--- src/rtl/mlp_seq.sv ---
// mlp_seq: two-layer MLP evaluated neuron by neuron on one shared signed MAC, behind a simple register port.
// Define MLP_SEQ_SAT_EN to saturate activations; by default they wrap to OUT_WIDTH bits.
module mlp_seq #(
    parameter int N_INPUTS  = 2,
    parameter int N_HIDDEN  = 4,
    parameter int N_OUTPUT  = 1,
    parameter int IN_WIDTH  = 16,
    parameter int WGT_WIDTH = 16,
    parameter int MAC_WIDTH = 32,
    parameter int OUT_WIDTH = 16,
    parameter int FRAC_BITS = 8
) (
    input  logic        clk,
    input  logic        rst_n,
    input  logic        write_en,
    input  logic [2:0]  addr,
    input  logic [31:0] writedata,
    output logic [31:0] readdata,
    output logic        irq
);

    localparam int CW      = 16;
    localparam int PW      = IN_WIDTH + WGT_WIDTH;
    localparam int W1_SIZE = N_HIDDEN * (N_INPUTS + 1);
    localparam int W2_SIZE = N_OUTPUT * (N_HIDDEN + 1);
    localparam int XW      = (N_INPUTS > 1) ? $clog2(N_INPUTS) : 1;
    localparam int HW      = (N_HIDDEN > 1) ? $clog2(N_HIDDEN) : 1;
    localparam int YW      = (N_OUTPUT > 1) ? $clog2(N_OUTPUT) : 1;
    localparam int W1_AW   = (W1_SIZE > 1) ? $clog2(W1_SIZE) : 1;
    localparam int W2_AW   = (W2_SIZE > 1) ? $clog2(W2_SIZE) : 1;

    localparam logic [2:0] A_CTRL   = 3'd0;
    localparam logic [2:0] A_INPUT  = 3'd1;
    localparam logic [2:0] A_WADDR  = 3'd2;
    localparam logic [2:0] A_WDATA  = 3'd3;
    localparam logic [2:0] A_OUTSEL = 3'd4;
    localparam logic [2:0] A_OUTPUT = 3'd5;
    localparam logic [2:0] A_CYCLES = 3'd6;
    localparam logic [2:0] A_STATUS = 3'd7;

    localparam logic [CW-1:0] L0_K_LAST = CW'(N_INPUTS);
    localparam logic [CW-1:0] L1_K_LAST = CW'(N_HIDDEN);
    localparam logic [CW-1:0] L0_N_LAST = CW'(N_HIDDEN - 1);
    localparam logic [CW-1:0] L1_N_LAST = CW'(N_OUTPUT - 1);
    localparam logic [XW-1:0] X_LAST    = XW'(N_INPUTS - 1);
    localparam logic [14:0]   W1_LAST   = 15'(W1_SIZE - 1);
    localparam logic [14:0]   W2_LAST   = 15'(W2_SIZE - 1);
    localparam logic [31:0]   N_OUT_L   = 32'(N_OUTPUT);
    localparam logic signed [IN_WIDTH-1:0] ONE = IN_WIDTH'(1 << FRAC_BITS);

    typedef enum logic [3:0] {
        IDLE   = 4'd0,
        L0_MAC = 4'd1,
        L0_ACT = 4'd2,
        L1_MAC = 4'd3,
        L1_ACT = 4'd4,
        DONE   = 4'd5
    } state_t;

    state_t state, state_next;

    logic signed [IN_WIDTH-1:0]  x_mem [N_INPUTS];
    logic signed [WGT_WIDTH-1:0] w1    [W1_SIZE];
    logic signed [WGT_WIDTH-1:0] w2    [W2_SIZE];
    logic signed [OUT_WIDTH-1:0] h     [N_HIDDEN];
    logic signed [OUT_WIDTH-1:0] y     [N_OUTPUT];

    logic signed [MAC_WIDTH-1:0] acc;
    logic [CW-1:0]  k, n, wptr;
    logic [31:0]    cyc_cnt, cycles;
    logic [XW-1:0]  in_ptr;
    logic           layer;
    logic [14:0]    widx;
    logic [31:0]    outsel;
    logic           done, irq_en, relu_hidden, relu_out;

    logic busy, wr_ctrl, run_req, cfg_wr;
    logic signed [IN_WIDTH-1:0]  a_op;
    logic signed [WGT_WIDTH-1:0] w_op;
    logic signed [PW-1:0]        prod;
    logic [31:0]                 rd_next;

    assign busy    = (state != IDLE);
    assign wr_ctrl = write_en && (addr == A_CTRL);
    assign run_req = wr_ctrl && writedata[0] && (state == IDLE);
    assign cfg_wr  = write_en && !busy;

    // Rescale by FRAC_BITS, apply optional ReLU, then fit into OUT_WIDTH.
    function automatic logic signed [OUT_WIDTH-1:0] act(input logic signed [MAC_WIDTH-1:0] a,
                                                        input logic relu);
        logic signed [MAC_WIDTH-1:0] s;
        s = a >>> FRAC_BITS;
        if (relu && s[MAC_WIDTH-1])
            s = '0;
`ifdef MLP_SEQ_SAT_EN
        begin
            logic signed [MAC_WIDTH-1:0] sat_hi;
            logic signed [MAC_WIDTH-1:0] sat_lo;
            sat_hi = MAC_WIDTH'((1 << (OUT_WIDTH - 1)) - 1);
            sat_lo = ~sat_hi;
            if (s > sat_hi)
                s = sat_hi;
            else if (s < sat_lo)
                s = sat_lo;
        end
`endif
        return OUT_WIDTH'(s);
    endfunction

    always_ff @(posedge clk or negedge rst_n) begin
        if (!rst_n)
            state <= IDLE;
        else
            state <= state_next;
    end

    always_comb begin
        state_next = state;
        case (state)
            IDLE:    if (run_req) state_next = L0_MAC;
            L0_MAC:  if (k == L0_K_LAST) state_next = L0_ACT;
            L0_ACT:  state_next = (n == L0_N_LAST) ? L1_MAC : L0_MAC;
            L1_MAC:  if (k == L1_K_LAST) state_next = L1_ACT;
            L1_ACT:  state_next = (n == L1_N_LAST) ? DONE : L1_MAC;
            DONE:    state_next = IDLE;
            default: state_next = IDLE;
        endcase
    end

    // Column 0 of every row multiplies the implicit 1.0 bias input.
    always_comb begin
        a_op = '0;
        w_op = '0;
        if (state == L0_MAC) begin
            a_op = (k == '0) ? ONE : x_mem[XW'(k - 1'b1)];
            w_op = w1[W1_AW'(wptr)];
        end else if (state == L1_MAC) begin
            a_op = (k == '0) ? ONE : IN_WIDTH'(h[HW'(k - 1'b1)]);
            w_op = w2[W2_AW'(wptr)];
        end
        prod = a_op * w_op;
    end

    always_ff @(posedge clk or negedge rst_n) begin
        if (!rst_n) begin
            acc     <= '0;
            k       <= '0;
            n       <= '0;
            wptr    <= '0;
            cyc_cnt <= '0;
            cycles  <= '0;
            for (int i = 0; i < N_HIDDEN; i++) h[i] <= '0;
            for (int i = 0; i < N_OUTPUT; i++) y[i] <= '0;
        end else begin
            case (state)
                IDLE: begin
                    if (run_req) begin
                        acc     <= '0;
                        k       <= '0;
                        n       <= '0;
                        wptr    <= '0;
                        cyc_cnt <= '0;
                    end
                end
                L0_MAC, L1_MAC: begin
                    acc     <= acc + MAC_WIDTH'(prod);
                    k       <= k + 1'b1;
                    wptr    <= wptr + 1'b1;
                    cyc_cnt <= cyc_cnt + 32'd1;
                end
                L0_ACT: begin
                    h[HW'(n)] <= act(acc, relu_hidden);
                    acc       <= '0;
                    k         <= '0;
                    cyc_cnt   <= cyc_cnt + 32'd1;
                    if (n == L0_N_LAST) begin
                        n    <= '0;
                        wptr <= '0;
                    end else begin
                        n <= n + 1'b1;
                    end
                end
                L1_ACT: begin
                    y[YW'(n)] <= act(acc, relu_out);
                    acc       <= '0;
                    k         <= '0;
                    n         <= n + 1'b1;
                    cyc_cnt   <= cyc_cnt + 32'd1;
                end
                DONE:    cycles <= cyc_cnt + 32'd1;
                default: ;
            endcase
        end
    end

    // Done is sticky; a completing run outranks a simultaneous software clear.
    always_ff @(posedge clk or negedge rst_n) begin
        if (!rst_n) begin
            done        <= 1'b0;
            irq_en      <= 1'b0;
            relu_hidden <= 1'b0;
            relu_out    <= 1'b0;
            irq         <= 1'b0;
        end else begin
            if (wr_ctrl) begin
                irq_en      <= writedata[2];
                relu_hidden <= writedata[3];
                relu_out    <= writedata[4];
            end
            if (state == DONE)
                done <= 1'b1;
            else if (run_req || (wr_ctrl && writedata[1]))
                done <= 1'b0;
            irq <= irq_en & done;
        end
    end

    always_ff @(posedge clk or negedge rst_n) begin
        if (!rst_n) begin
            in_ptr <= '0;
            layer  <= 1'b0;
            widx   <= '0;
            outsel <= '0;
            for (int i = 0; i < N_INPUTS; i++) x_mem[i] <= '0;
            for (int i = 0; i < W1_SIZE; i++) w1[i] <= '0;
            for (int i = 0; i < W2_SIZE; i++) w2[i] <= '0;
        end else begin
            if (write_en && (addr == A_OUTSEL))
                outsel <= writedata;
            if (cfg_wr && (addr == A_INPUT)) begin
                x_mem[in_ptr] <= writedata[IN_WIDTH-1:0];
                in_ptr        <= (in_ptr == X_LAST) ? '0 : in_ptr + 1'b1;
            end
            if (cfg_wr && (addr == A_WADDR)) begin
                layer  <= writedata[15];
                widx   <= writedata[14:0];
                in_ptr <= '0;
            end
            if (cfg_wr && (addr == A_WDATA)) begin
                if (!layer) begin
                    if (widx <= W1_LAST) w1[W1_AW'(widx)] <= writedata[WGT_WIDTH-1:0];
                    widx <= (widx >= W1_LAST) ? '0 : widx + 1'b1;
                end else begin
                    if (widx <= W2_LAST) w2[W2_AW'(widx)] <= writedata[WGT_WIDTH-1:0];
                    widx <= (widx >= W2_LAST) ? '0 : widx + 1'b1;
                end
            end
        end
    end

    always_comb begin
        rd_next = '0;
        case (addr)
            A_CTRL:   rd_next = {27'd0, relu_out, relu_hidden, irq_en, done, busy};
            A_WADDR:  rd_next = {16'd0, layer, widx};
            A_OUTSEL: rd_next = outsel;
            A_OUTPUT: if (outsel < N_OUT_L) rd_next = 32'(y[YW'(outsel)]);
            A_CYCLES: rd_next = cycles;
            A_STATUS: rd_next = {28'd0, state};
            default:  rd_next = '0;
        endcase
    end

    always_ff @(posedge clk or negedge rst_n) begin
        if (!rst_n)
            readdata <= '0;
        else
            readdata <= rd_next;
    end

endmodule

--- config.mk ---
export PLATFORM = sky130hd
export DESIGN_NAME = mlp_seq
export DESIGN_NICKNAME = d
export VERILOG_FILES = /design/src/rtl/mlp_seq.sv
export SDC_FILE = /design/constraint.sdc
export NUM_CORES = 2
export LEC_CHECK = 0
export BUFFER_PORTS_ARGS = -buffer_cell sky130_fd_sc_hd__buf_2
export CAP_MARGIN = 10
export CORE_MARGIN = 8
export CORE_UTILIZATION = 58
export CTS_CLUSTER_DIAMETER = 30
export DETAILED_ROUTE_END_ITERATION = 6
export PLACE_DENSITY = 0.77
export SKIP_CTS_REPAIR_TIMING = 1
export SYNTH_ARGS = -nofsm -noshare
export SYNTH_HDL_FRONTEND = slang
export SYNTH_SLANG_ARGS = --single-unit
--- constraint.sdc ---
create_clock -name clk -period 8.1 [get_ports clk]
set_clock_uncertainty 0.1 [all_clocks]
set_input_delay 1.62 -clock clk [delete_from_list [all_inputs] [get_ports clk]]
set_output_delay 1.62 -clock clk [all_outputs]
set_load 0.01 [all_outputs]
==> results.md <==
- The flow ran to the end, and the final reports show no timing, DRC or antenna violations.
- 0 antenna diodes ended up in the layout.
- The clock insertion delay at the later pin of the skew report is 0.66 ns.
- The headroom to the max-slew limit is 0.210.
- After technology mapping, the gate count stands at 3,505.
- At the pin with the least slew margin, the transition time is 1.18 ns.
- The sequential cell area fraction in the yosys report is 0.393.
- The die is 274 um tall.
- Clock tree synthesis selected as its root buffer the cell sky130_fd_sc_hd__clkbuf_16.
- In the layout the commonest cells are sky130_fd_sc_hd__dfrtp_1, sky130_fd_sc_hd__nand2_1, sky130_fd_sc_hd__inv_1.
- For this run, the total global-route usage over all layers was measured as 0.278.
- The count of vias placed by the detailed router is 27,962.
- Setup violations remaining at the end of the flow were counted as 0.
- The fmax is 0.125 GHz.
- Of the available clock period, the critical path in the final layout requires 0.985.
- Counting instances, the worst hold path has a depth of 2.
- The data required time of the critical path is 8.57 ns.
- The number of design rule violations left after detail routing is 0.
- The static leakage is 21.5 nW.
- The startpoint identified for the worst hold timing path is h[59].
- The number of optimization iterations in the first detailed-route pass is 7.
- The nature of the critical path endpoint is a flip-flop.
- The number of antenna violations at the first check in global routing is 0.
- The post-CTS clock slew at the launch and capture registers of the worst setup and hold paths is 0.05 ns.
- Among all flip-flop cells after synthesis, the most frequent one is sky130_fd_sc_hd__dfrtp_1.
- STA classifies the critical path startpoint as a flip-flop.
- The maximum net fanout on the critical path is 8.
- The leading cell type in the layout, fill and taps excluded is sky130_fd_sc_hd__dfrtp_1.
- The total detailed-routing wirelength is 103,000 um.
- The hold violation count in the final report came to 0.
- The peak per-stage delay on the critical path is 0.54 ns.
- After the first detailed-routing iteration, the DRC count stood at 2,551.
- Data on the critical path arrives at its endpoint at 8.45 ns.
- The total power is 7.83 mW.
- The initial core utilization is 0.586.
- The floorplan step set the die width to 274 um.
- The shortest clock period the worst path allows after layout is 7.98 ns.
- The cell area that synthesis handed to floorplanning was 38,500 um2.
- Input and output buffers added on the ports amount to 70.
- After floorplanning, the core was divided into 94 placement rows.
- TritonCTS built the clock tree.
- The total area inside the core boundary comes to 65,700 um2.
- The wire length of the first global-routing pass is 164,000 um.
- The synthesized design contains 605 register bits.
- The setup path with the least slack is of type reg2reg.
- The critical register-to-register path endpoint is acc[20].
- The number of I/O pins is 71.
- The setup check on the worst reg-to-reg path leaves a slack of 0.12 ns.
- The area of the die is 74,900 um2.
- The most used cell along the critical path is sky130_fd_sc_hd__fa_1.
- The growth of design area from synthesis to finish is 15.6%.
- The number of cells traversed by the worst register-to-register path is 29.
- The CTS buffer count is 99.
- In this run the deepest clock path goes through 3 buffers.
- The net count after synthesis is 3,946.
- The count of different cell masters after synthesis is 81.
- Once layout is complete, the utilization of the core stands at 0.677.
- The placer congestion estimate is 0.952.
- The via count of the first global-routing pass is 28,927.
- The tightest min-delay check is of the reg2reg type.
- For this design, the slowest cell found on the critical path is sky130_fd_sc_hd__fa_1.
- The remaining antenna violation count after routing is 0.
- Dividing the detail-routed via count by the number of cells gives 6.11.
- The count of clock tree sinks is 605.
- The fraction of registers with async set or reset after synthesis is 1.00.
- The number of max-slew violations in the final report came to 0.
- The worst supply voltage drop on vdd is 0.000232 V.
- The count of flip-flops with a built-in enable after synthesis is 0.
- The fraction of final layout cells with drive strength greater than 1 is 0.251.
- For hold timing, the worst endpoint is h[59].
- Setup repair after global routing could not meet its margin everywhere.
- Dividing total power by cell area gives a power density of 176 nW/um2.
- In this run the critical register-to-register path is launched from k[15].
- The H-tree was split into 3 levels.
- A synthesized cell averages 11.0 um2.
- Across the run, the number of max-cap violations was 0.
- After legalization and detailed placement, the total HPWL measured 70,300 um.
- Yosys printed 0 warnings.
- The remaining global-route overflow is 0.
- The average wire length per cell after detail routing is 22.6 um.
- The largest net degree at the start of global routing is 162.
- The total number of nets in the final design is 4,070.
-- worst max path at each step --
stage,start,endpoint,slack (ns),cells past startpoint
final,k[15],acc[20],0.12,29
after global routing,k[15],acc[20],-0.06,29
after CTS,k[0],acc[27],-0.04,27
after detailed placement,k[0],acc[27],-0.08,27
after global placement,k[0],acc[31],0.09,27
after floorplan,k[0],acc[31],0.05,32
-- state kept, by name, indices dropped and copies added (netlist names), 32 cells and up --
name      count
w2           80
h            64
x_mem        32
cyc_cnt      32
w1          192
cycles       32
readdata     32
acc          32
outsel       32
-- routing by layer --
metal,global-route usage,part of all wire,routed length [um],up-vias
li1,-,-,-,12068
met1,0.381,0.41,42500,14482
met2,0.438,0.48,49400,1171
met3,0.0527,0.074,7650,241
met4,0.111,0.036,3710,0
met5,0,0,0,-
-- report_power, final --
group	switching (mW)	internal [mW]	leakage, nW
Sequential	0.0426	3.07	8.13
Combinational	0.150	0.0676	11.7
Clock	1.62	2.87	1.74
-- metrics by stage --
step / std cells / TNS, ns / area, um2 / hold WS [ns] / setup WS (ns)
5_1_grt: 4579 / -0.315 / 44500 / 0.408 / -0.0637
4_1_cts: 4565 / -0.0352 / 44000 / 0.377 / -0.0352
6_report: 4579 / 0 / 44500 / 0.376 / 0.119
2_1_floorplan: 3505 / 0 / 38500 / 0.343 / 0.0509
3_3_place_gp: 4378 / 0 / 40400 / 0.357 / 0.0899
3_5_place_dp: 4378 / -0.0839 / 40400 / 0.365 / -0.0786
-- cell usage after synthesis, types with 25 or more instances --
cell / instances / share of area
sky130_fd_sc_hd__a21oi_1: 72 / 0.0094
sky130_fd_sc_hd__a22oi_1: 25 / 0.0049
sky130_fd_sc_hd__and3_1: 33 / 0.0054
sky130_fd_sc_hd__buf_2: 48 / 0.0062
sky130_fd_sc_hd__clkbuf_1: 126 / 0.012
sky130_fd_sc_hd__dfrtp_1: 605 / 0.39
sky130_fd_sc_hd__fa_1: 293 / 0.15
sky130_fd_sc_hd__ha_1: 110 / 0.036
sky130_fd_sc_hd__inv_1: 372 / 0.036
sky130_fd_sc_hd__mux2_2: 339 / 0.099
sky130_fd_sc_hd__mux2i_1: 34 / 0.0088
sky130_fd_sc_hd__mux4_2: 82 / 0.048
sky130_fd_sc_hd__nand2_1: 386 / 0.038
sky130_fd_sc_hd__nand3_1: 56 / 0.0073
sky130_fd_sc_hd__nor2_1: 221 / 0.022
sky130_fd_sc_hd__nor3_1: 27 / 0.0035
sky130_fd_sc_hd__o21ai_0: 260 / 0.034
sky130_fd_sc_hd__xnor2_1: 42 / 0.0096
sky130_fd_sc_hd__xor2_1: 34 / 0.0077
-- logic make-up (layout without fill, tap and decap cells) --
family | Yosys count | after routing | share of synthesized area
multiplexers | 455 | 455 | 0.156
flip-flops | 605 | 605 | 0.393
buffers and inverters | 571 | 781 | 0.0588
AO/OA/AOI/OAI | 504 | 504 | 0.0786
AND/OR/NAND/NOR | 891 | 891 | 0.108
adder cells (fa/ha/maj) | 403 | 403 | 0.188
XOR/XNOR | 76 | 76 | 0.0173
-- worst max-delay path: cells and delay by family, from the launching register on --
family	cells	cell delay (ns)
buf+inv	8	0.91
flops	1	0.38
simple gates	10	2.36
compound gates	4	0.85
fa+ha+maj	7	3.30
-- cell type report --
class                           instances  area (um2)
Inverter                              373        1400
Multi-Input combinational cell       2329       21400
Fill cell                            4497       21200
Timing Repair Buffer                  221        1810
Clock inverter                         72         975
Clock buffer                          115        2650
Tap cell                              864        1080
Sequential cell                       605       15100
Power figures use the tool's default switching activity.
